`src/rtl/rr_arb_pkg.sv`:
```
// rr_arb_pkg: shared state encoding and default sizing for the memory arbiter
package rr_arb_pkg;
  typedef enum logic [1:0] {IDLE, ACCESS, RDWAIT, RESP} arb_state_t;
  localparam int DEF_NUM_REQ   = 4;
  localparam int DEF_ADDR_W    = 32;
  localparam int DEF_DATA_W    = 32;
  localparam int DEF_MEM_DEPTH = 1024;
endpackage

```
`src/rtl/rr_pick.sv`:
```
// rr_pick: combinational round-robin picker starting the search just after the last grant
module rr_pick import rr_arb_pkg::*; #(
  parameter int NUM_REQ = DEF_NUM_REQ,
  localparam int IW = $clog2(NUM_REQ)
) (
  input  logic [NUM_REQ-1:0] req,
  input  logic [IW-1:0]      last,
  output logic [NUM_REQ-1:0] gnt,
  output logic [IW-1:0]      gnt_id,
  output logic               any
);
  logic [IW-1:0] j;
  // scan from the farthest candidate to the nearest so the nearest requester after last wins
  always_comb begin
    j = '0;
    gnt_id = '0;
    for (int i = NUM_REQ; i >= 1; i--) begin
      j = IW'((int'(last) + i) % NUM_REQ);
      if (req[j]) gnt_id = j;
    end
  end
  assign any = |req;
  assign gnt = any ? NUM_REQ'(1) << gnt_id : '0;
endmodule

```
`src/rtl/rr_mem_arbiter.sv`:
```
// rr_mem_arbiter: round-robin scheduler sharing one single-port memory between request FIFOs
module rr_mem_arbiter import rr_arb_pkg::*; #(
  parameter int NUM_REQ   = DEF_NUM_REQ,
  parameter int ADDR_W    = DEF_ADDR_W,
  parameter int DATA_W    = DEF_DATA_W,
  parameter int MEM_DEPTH = DEF_MEM_DEPTH,
  localparam int IW = $clog2(NUM_REQ)
) (
  input  logic                     PCLK,
  input  logic                     PRESET,
  input  logic [NUM_REQ-1:0]       empty_i,
  input  logic [NUM_REQ-1:0]       pop_write_i,
  input  logic [NUM_REQ*ADDR_W-1:0] pop_addr_i,
  input  logic [NUM_REQ*DATA_W-1:0] pop_wdata_i,
  output logic [NUM_REQ-1:0]       pop_o,
  output logic                     mem_en,
  output logic                     mem_we,
  output logic [ADDR_W-1:0]        mem_addr,
  output logic [DATA_W-1:0]        mem_wdata,
  input  logic [DATA_W-1:0]        mem_rdata,
  output logic [NUM_REQ-1:0]       arb_wr_ack,
  output logic [NUM_REQ-1:0]       arb_rdata_ack,
  output logic [NUM_REQ-1:0]       arb_err,
  output logic [DATA_W-1:0]        arb_rdata,
  output logic [IW-1:0]            grant_id
);
  arb_state_t state_q;
  logic [IW-1:0] last_q, w_q, gnt_id;
  logic [NUM_REQ-1:0] gnt, w_oh, wr_ack_q, rd_ack_q, err_pulse_q;
  logic any, txn_write_q, err_q, mem_en_q, mem_we_q, sel_ok, sel_wr;
  logic [ADDR_W-1:0] sel_addr, mem_addr_q;
  logic [DATA_W-1:0] mem_wdata_q, rdata_q;
  rr_pick #(.NUM_REQ(NUM_REQ)) u_pick (
    .req(~empty_i),
    .last(last_q),
    .gnt(gnt),
    .gnt_id(gnt_id),
    .any(any)
  );
  assign sel_addr = pop_addr_i[gnt_id*ADDR_W +: ADDR_W];
  assign sel_wr = pop_write_i[gnt_id];
  assign sel_ok = sel_addr < ADDR_W'(MEM_DEPTH);
  assign w_oh = NUM_REQ'(1) << w_q;
  assign pop_o = (state_q == IDLE && !PRESET) ? gnt : '0;
  assign mem_en = mem_en_q;
  assign mem_we = mem_we_q;
  assign mem_addr = mem_addr_q;
  assign mem_wdata = mem_wdata_q;
  assign arb_wr_ack = wr_ack_q;
  assign arb_rdata_ack = rd_ack_q;
  assign arb_err = err_pulse_q;
  assign arb_rdata = rdata_q;
  assign grant_id = w_q;
  // one transaction at a time: grant, access, optional read wait, acknowledge; strobes are registered one-cycle pulses
  always_ff @(posedge PCLK) begin
    if (PRESET) begin
      state_q <= IDLE;
      last_q <= IW'(NUM_REQ - 1);
      w_q <= '0;
      txn_write_q <= 1'b0;
      err_q <= 1'b0;
      mem_en_q <= 1'b0;
      mem_we_q <= 1'b0;
      mem_addr_q <= '0;
      mem_wdata_q <= '0;
      wr_ack_q <= '0;
      rd_ack_q <= '0;
      err_pulse_q <= '0;
      rdata_q <= '0;
    end else begin
      mem_en_q <= 1'b0;
      mem_we_q <= 1'b0;
      wr_ack_q <= '0;
      rd_ack_q <= '0;
      err_pulse_q <= '0;
      case (state_q)
        IDLE: if (any) begin
          state_q <= ACCESS;
          last_q <= gnt_id;
          w_q <= gnt_id;
          txn_write_q <= sel_wr;
          err_q <= !sel_ok;
          mem_en_q <= sel_ok;
          mem_we_q <= sel_ok && sel_wr;
          mem_addr_q <= sel_ok ? sel_addr : '0;
          mem_wdata_q <= (sel_ok && sel_wr) ? pop_wdata_i[gnt_id*DATA_W +: DATA_W] : '0;
        end
        ACCESS: if (txn_write_q || err_q) begin
          state_q <= RESP;
          wr_ack_q <= txn_write_q ? w_oh : '0;
          rd_ack_q <= txn_write_q ? '0 : w_oh;
          err_pulse_q <= err_q ? w_oh : '0;
        end else state_q <= RDWAIT;
        RDWAIT: begin
          state_q <= RESP;
          rdata_q <= mem_rdata;
          rd_ack_q <= w_oh;
        end
        default: begin
          state_q <= IDLE;
          err_q <= 1'b0;
        end
      endcase
    end
  end
endmodule

```
`config.mk`:
```
export PLATFORM = sky130hd
export DESIGN_NAME = rr_mem_arbiter
export DESIGN_NICKNAME = d
export VERILOG_FILES = /design/src/rtl/rr_arb_pkg.sv /design/src/rtl/rr_pick.sv /design/src/rtl/rr_mem_arbiter.sv
export SDC_FILE = /design/constraint.sdc
export NUM_CORES = 1
export LEC_CHECK = 0
export BUFFER_PORTS_ARGS = -buffer_cell sky130_fd_sc_hd__buf_2
export CORE_AREA = 2 2 161 163
export DETAILED_ROUTE_END_ITERATION = 7
export DIE_AREA = 0 0 163 165
export SYNTH_ARGS = -nofsm -noshare
export SYNTH_HDL_FRONTEND = slang
export SYNTH_SLANG_ARGS = --single-unit
```
`constraint.sdc`:
```
create_clock -name PCLK -period 2.3 [get_ports PCLK]
set_clock_uncertainty 0.15 [all_clocks]
set_input_delay 0.23 -clock PCLK [delete_from_list [all_inputs] [get_ports PCLK]]
set_output_delay 0.23 -clock PCLK [all_outputs]
set_load 0.02 [all_outputs]
```
==> results of run 1 <==
==> worst min-delay path by stage <==
stage                                    from                          to  depth (start not counted)
CTS                            pop_addr_i[64]    mem_addr[0]$_SDFFE_PP0P_                          4
floorplan                       mem_rdata[30]  arb_rdata[30]$_SDFFE_PP0P_                          2
global placement    mem_wdata[1]$_SDFFE_PP0P_   mem_wdata[1]$_SDFFE_PP0P_                          2
global route                   pop_addr_i[64]    mem_addr[0]$_SDFFE_PP0P_                          4
detailed placement  mem_addr[28]$_SDFFE_PP0P_   mem_addr[28]$_SDFFE_PP0P_                          1
finish                         pop_addr_i[64]    mem_addr[0]$_SDFFE_PP0P_                          4
==> power breakdown <==
part	switching, mW	leakage [nW]	internal (mW)
clock network	1.08	0.306	1.74
registers	0.135	0.954	2.22
logic	1.89	3.27	1.63
total	3.11	4.53	5.59
==> cells by family (layout without fill, tap and decap cells) <==
logic type,after synthesis,in the layout,synth area share
multiplexers,118,118,0.212
AO/OA/AOI/OAI,112,112,0.155
flip-flops,118,118,0.405
adder cells (fa/ha/maj),4,4,0.00857
buffers and inverters,51,519,0.0450
AND/OR/NAND/NOR,217,217,0.175
==> routing by layer <==
metal  up-vias  GRT usage  wire, um
met5         -          0         0
met4         0     0.0467       236
met3        15     0.0437      1730
met2       251      0.262     10100
met1      2738      0.193      9580
li1       3117          -         -
==> synthesized netlist by cell type, types with 12 or more instances <==
library cell  instances  area share
a21oi_1              49       0.042
mux2_2               33       0.064
o31ai_2              30       0.064
nand2_1              45       0.029
nor4_1               16       0.017
mux2i_1              84        0.14
dfxtp_1             118        0.40
and2_1               23       0.025
clkbuf_1             24       0.015
nor2_1               90       0.058
nor2b_1              12       0.013
==> repair_timing <==
| item | CTS | global route |
|---|---|---|
| gates resized for setup | 16 | 14 |
| hold endpoints to repair | 34 | 0 |
| hold buffers | 33 | 0 |
| setup endpoints to repair | 37 | 44 |
| pin swaps | 1 | 4 |
| buffers inserted | 2 | 1 |
==> sequential cells by signal (all words and copies together) (netlist names) <==
name and flops:
state_q 2, arb_rdata 32, arb_err 4, mem_en 1, err_q 1, arb_rdata_ack 4
mem_we 1, txn_write_q 1, grant_id 2, mem_addr 32, last_q 2, mem_wdata 32
arb_wr_ack 4
==> critical path: stages, from the launching register on <==
cell and delay, ns:
dfxtp_2 0.34, a2bb2oi_1 0.17, a221oi_4 0.28, buf_12 0.20, buf_16 0.20, and3_4 0.21, buf_4 0.14
==> final cells by class <==
type,count,share of cell area
Multi-Input combinational cell,451,0.349
Timing Repair Buffer,482,0.294
Sequential cell,118,0.247
Clock buffer,17,0.0445
Tap cell,330,0.0432
Clock inverter,15,0.0205
Inverter,5,0.00196
==> through the flow <==
| stage | std cells | utilization | setup TNS (ns) |
|---|---|---|---|
| after floorplan | 620 | - | -0.0387 |
| after global placement | 1350 | 0.338 | -0.577 |
| after detailed placement | 1350 | 0.338 | -1.83 |
| after CTS | 1417 | 0.379 | -1.06 |
| after global routing | 1418 | 0.382 | -2.90 |
| final | 1418 | 0.382 | -0.227 |
==> impl_metrics.py, run 1 <==
metrics = {
    "run_status": {
        "outcome": "finished with violations",
        "violations": "negative setup slack",
    },
    "clock_network": {
        "cts_buffer_depth": 2,
        "cts_tree": "yes",
        "h-tree-depth": 4,
        "clk_latency_ns": 0.40,
        "clk_pin_slew_ns": 0.06,
        "cts_root_buf": "clkbuf_16",
        "cts_buffers": 17,
        "cts_sinks": 118,
    },
    "final_layout": {
        "multi_input_area_um2": 3330,
        "fillers": 2577,
        "area_growth_pct": 63.8,
        "drive_gt1_frac": 0.522,
        "num-nets-final": 1377,
        "antenna_cells": 0,
        "layout_common_cells": "buf_2 (410), dfxtp_1 (116), nor2_1 (88)",
        "final_common_cell": "buf_2",
        "design_area_um2": 9560,
        "regArea_um2": 2360,
    },
    "setup_path": {
        "worstPathArrival_ns": 1.95,
        "r2r-start": "last_q[0]$_SDFFE_PP1P_",
        "critical_path_class": "reg2out",
        "r2r_cells": 8,
        "cp_max_fo": 26,
        "r2r-end": "mem_wdata[30]$_SDFFE_PP0P_",
        "worstPathRequired_ns": 1.92,
        "cp-start-kind": "flop",
        "reg2reg_slack_ns": -0.03,
        "crit_end": "pop_o[3]",
        "worstSetupStartpoint": "last_q[0]$_SDFFE_PP1P_",
        "cp-end-kind": "output port",
    },
    "routing": {
        "drtIter0Drc": 246,
        "vias_per_cell": 4.32,
        "wl_per_cell_um": 15.3,
        "vias": 6121,
        "drc": 0,
        "dr.pass1.iters": 4,
        "ant_nets": 0,
        "wirelength_um": 21700,
    },
    "timing": {
        "finalCritPeriodShare": 1.01,
        "setup_viol": 21,
        "timing.hold.ws_ns": 0.0574,
        "fmax_ghz": 0.429,
        "rsz0062_at_grt": "true",
        "finalHoldViolCount": 0,
        "relSlewSlack": 0.586,
        "worst_pin_slew_ns": 0.614,
        "timing.final.crit_period_ns": 2.33,
        "slew_viol_final": 0,
        "final.setup.worst_slack_ns": -0.0305,
    },
    "power_and_ir_drop": {
        "power.leakage_nw": 4.53,
        "vdd_drop_max_uv": 466,
        "power_mw": 8.70,
        "powerDensity_nw_per_um2": 909,
    },
    "logic_synthesis": {
        "yosysWarnings": 0,
        "synthCells": 620,
        "async_reset_ff_frac": 0,
        "ys_seq_elements": 118,
        "ys_types": 41,
        "synth_nets": 922,
        "synth_edf_count": 0,
        "syn_area_per_cell_um2": 9.42,
        "yosysSeqAreaShare": 0.405,
        "dominantRegCellSynth": "dfxtp_1",
        "syn-cell-area_um2": 5840,
    },
    "global_route": {
        "overflow": 0,
        "grt_max_degree": 55,
        "grt_pass1_vias": 5933,
        "antenna_found_initial": 0,
        "grt_pass1_wl_um": 32100,
        "grt_usage": 0.156,
    },
    "placed_design": {
        "placed_area_um2": 8460,
        "gp_congestion": 0.867,
        "hpwl_um": 17000,
        "dpl_worst_slack_ns": -0.564,
        "portBuffers": 413,
    },
    "die": {
        "initial_core_util": 0.233,
        "ioPinCount": 414,
        "die_x_um": 163,
        "core_area_um2": 25000,
        "fp-row-count": 58,
        "die_area_um2": 26900,
        "die_height_um": 165,
    },
    "worst_hold_path": {
        "hp-class": "in2reg",
    },
    "run": {
        "maxCapViolCount": 0,
    },
}
No activity file was read; power rests on OpenSTA's default activity.
==> inputs of run 2 (changes only) <==
--- a/config.mk
+++ b/config.mk
@@ -7,7 +7,7 @@
 export LEC_CHECK = 0
 export BUFFER_PORTS_ARGS = -buffer_cell sky130_fd_sc_hd__buf_2
-export CORE_AREA = 2 2 161 163
+export CORE_AREA = 2 2 162 164
 export DETAILED_ROUTE_END_ITERATION = 7
-export DIE_AREA = 0 0 163 165
+export DIE_AREA = 0 0 164 166
 export SYNTH_ARGS = -nofsm -noshare
 export SYNTH_HDL_FRONTEND = slang
==> constraint.sdc (replaced) <==
create_clock -name PCLK -period 2.3 [get_ports PCLK]
set_clock_uncertainty 0.15 [all_clocks]
set_input_delay 0.46 -clock PCLK [delete_from_list [all_inputs] [get_ports PCLK]]
set_output_delay 0.46 -clock PCLK [all_outputs]
set_load 0.02 [all_outputs]
==> impl_metrics.py, run 2 (synthesis gave the netlist of run 1 again) <==
metrics = {
    "placed_design": {
        "dpl_worst_slack_ns": -0.328,
        "gp_congestion": 0.794,
        "portBuffers": 413,
        "hpwl_um": 16300,
    },
    "clock_network": {
        "cts_root_buf": "clkbuf_16",
        "cts_buffers": 17,
        "h-tree-depth": 4,
        "cts_tree": "yes",
        "clk_pin_slew_ns": 0.06,
        "clk_latency_ns": 0.41,
        "cts_sinks": 118,
        "cts_buffer_depth": 2,
        "hold_buffers": 0,
    },
    "setup_path": {
        "critical_path_class": "reg2out",
        "r2r_cells": 9,
        "worstPathArrival_ns": 1.82,
        "worstPathRequired_ns": 1.69,
        "cp_max_fo": 6,
        "cp-end-kind": "output port",
        "cp-start-kind": "flop",
    },
    "global_route": {
        "grt_usage": 0.150,
        "grt_max_degree": 49,
        "overflow": 0,
        "antenna_found_initial": 3,
        "grt_pass1_wl_um": 31700,
        "grt_pass1_vias": 5895,
    },
    "die": {
        "die_height_um": 166,
        "die_x_um": 164,
        "die_area_um2": 27200,
        "ioPinCount": 414,
        "initial_core_util": 0.228,
        "fp-row-count": 59,
        "core_area_um2": 25600,
    },
    "final_layout": {
        "num-nets-final": 1362,
        "final_common_cell": "buf_2",
        "layout_common_cells": "buf_2 (409), dfxtp_1 (116), nor2_1 (87)",
        "area_growth_pct": 62.3,
        "drive_gt1_frac": 0.555,
    },
    "routing": {
        "drtIter0Drc": 258,
        "dr.pass1.iters": 4,
        "drc": 0,
        "ant_nets": 0,
        "vias_per_cell": 4.32,
        "wirelength_um": 21000,
        "wl_per_cell_um": 14.9,
        "vias": 6095,
    },
    "timing": {
        "final.setup.worst_slack_ns": -0.129,
        "slew_viol_final": 0,
        "rsz0062_at_grt": "true",
        "setup_viol": 27,
        "finalHoldViolCount": 0,
        "fmax_ghz": 0.412,
        "finalCritPeriodShare": 1.06,
        "timing.final.crit_period_ns": 2.43,
        "tns_ns": -0.667,
        "timing.hold.ws_ns": 0.127,
        "relSlewSlack": 0.640,
        "worst_pin_slew_ns": 0.539,
    },
    "power_and_ir_drop": {
        "p_int_mw": 5.83,
        "p_clk_frac": 0.326,
        "power.leakage_nw": 4.51,
        "power_frac_comb": 0.412,
        "sw_frac_of_total": 0.353,
        "vdd_drop_max_uv": 428,
        "power_mw": 9.01,
        "p_sw_mw": 3.18,
        "seq_power_share": 0.261,
        "powerDensity_nw_per_um2": 951,
    },
    "worst_hold_path": {
        "min_path_cells": 3,
        "hp-class": "in2reg",
    },
    "run_status": {
        "violations": "negative setup slack",
        "outcome": "finished with violations",
    },
    "run": {
        "maxCapViolCount": 0,
    },
}
run 2: cell count changes in the layout (fill, tap and decap cells not counted), sizes merged, moves of 2 or more:
cell / change
buf: +17
clkinv: -3
diode: +2
dlygate4sd3: -33
run 2: worst max-delay path, cell delays in order, from the launching register on:
cell     delay (ns)
dfxtp_4        0.39
nor2_4         0.03
a211o_1        0.27
a32o_4         0.27
buf_12         0.14
nor3_4         0.17
buf_6          0.14
run 2: per-stage QoR:
step	instance area (um^2)	std cells	util
after floorplan	6010	620	-
after detailed placement	8610	1365	0.336
after global routing	9470	1408	0.370
final	9470	1410	0.370
after CTS	9410	1407	0.367
after global placement	8610	1365	0.336
run 2: final cells by class:
class / instances / area [um^2]
timing repair buffer: 467 / 2650
inverter: 5 / 18.8
clock buffer: 17 / 425
multi-input combinational: 451 / 3370
fill: 2656 / 16100
antenna: 2 / 5.00
clock inverter: 15 / 216
tap: 335 / 419
sequential: 118 / 2370
run 2: worst paths after layout:
check	start	to	slack [ns]
hold reg to reg	mem_addr[31]$_SDFFE_PP0P_	mem_addr[31]$_SDFFE_PP0P_	0.30
setup reg to reg	last_q[0]$_SDFFE_PP1P_	mem_addr[9]$_SDFFE_PP0P_	-0.02
hold / removal	mem_rdata[6]	arb_rdata[6]$_SDFFE_PP0P_	0.13
setup / recovery	last_q[0]$_SDFFE_PP1P_	pop_o[0]	-0.13
run 2: power groups by stage:
stage | sequential (mW) | combinational [mW] | clock [mW]
after CTS | 2.35 | 3.67 | 3.03
after global routing | 2.37 | 4.05 | 3.13
after global placement | 2.38 | 3.46 | 0
after detailed placement | 2.38 | 3.49 | 0
after floorplan | 2.51 | 2.28 | 0
final | 2.35 | 3.71 | 2.94
run 2: routing by layer:
metal | GRT usage | up-vias | part of all wire
met4 | 0.0526 | 0 | 0.024
met2 | 0.243 | 244 | 0.47
li1 | - | 3076 | -
met1 | 0.184 | 2750 | 0.42
met3 | 0.0514 | 25 | 0.082
met5 | 0 | - | 0
run 2: repair_timing:
item                                    in CTS  in global routing
gates resized for setup                     24                  9
setup buffers                               10                  0
cloned                                       0                  1
endpoints found under the setup margin      47                 48
endpoints found under the hold margin        0                  0
pin swaps                                    7                  1
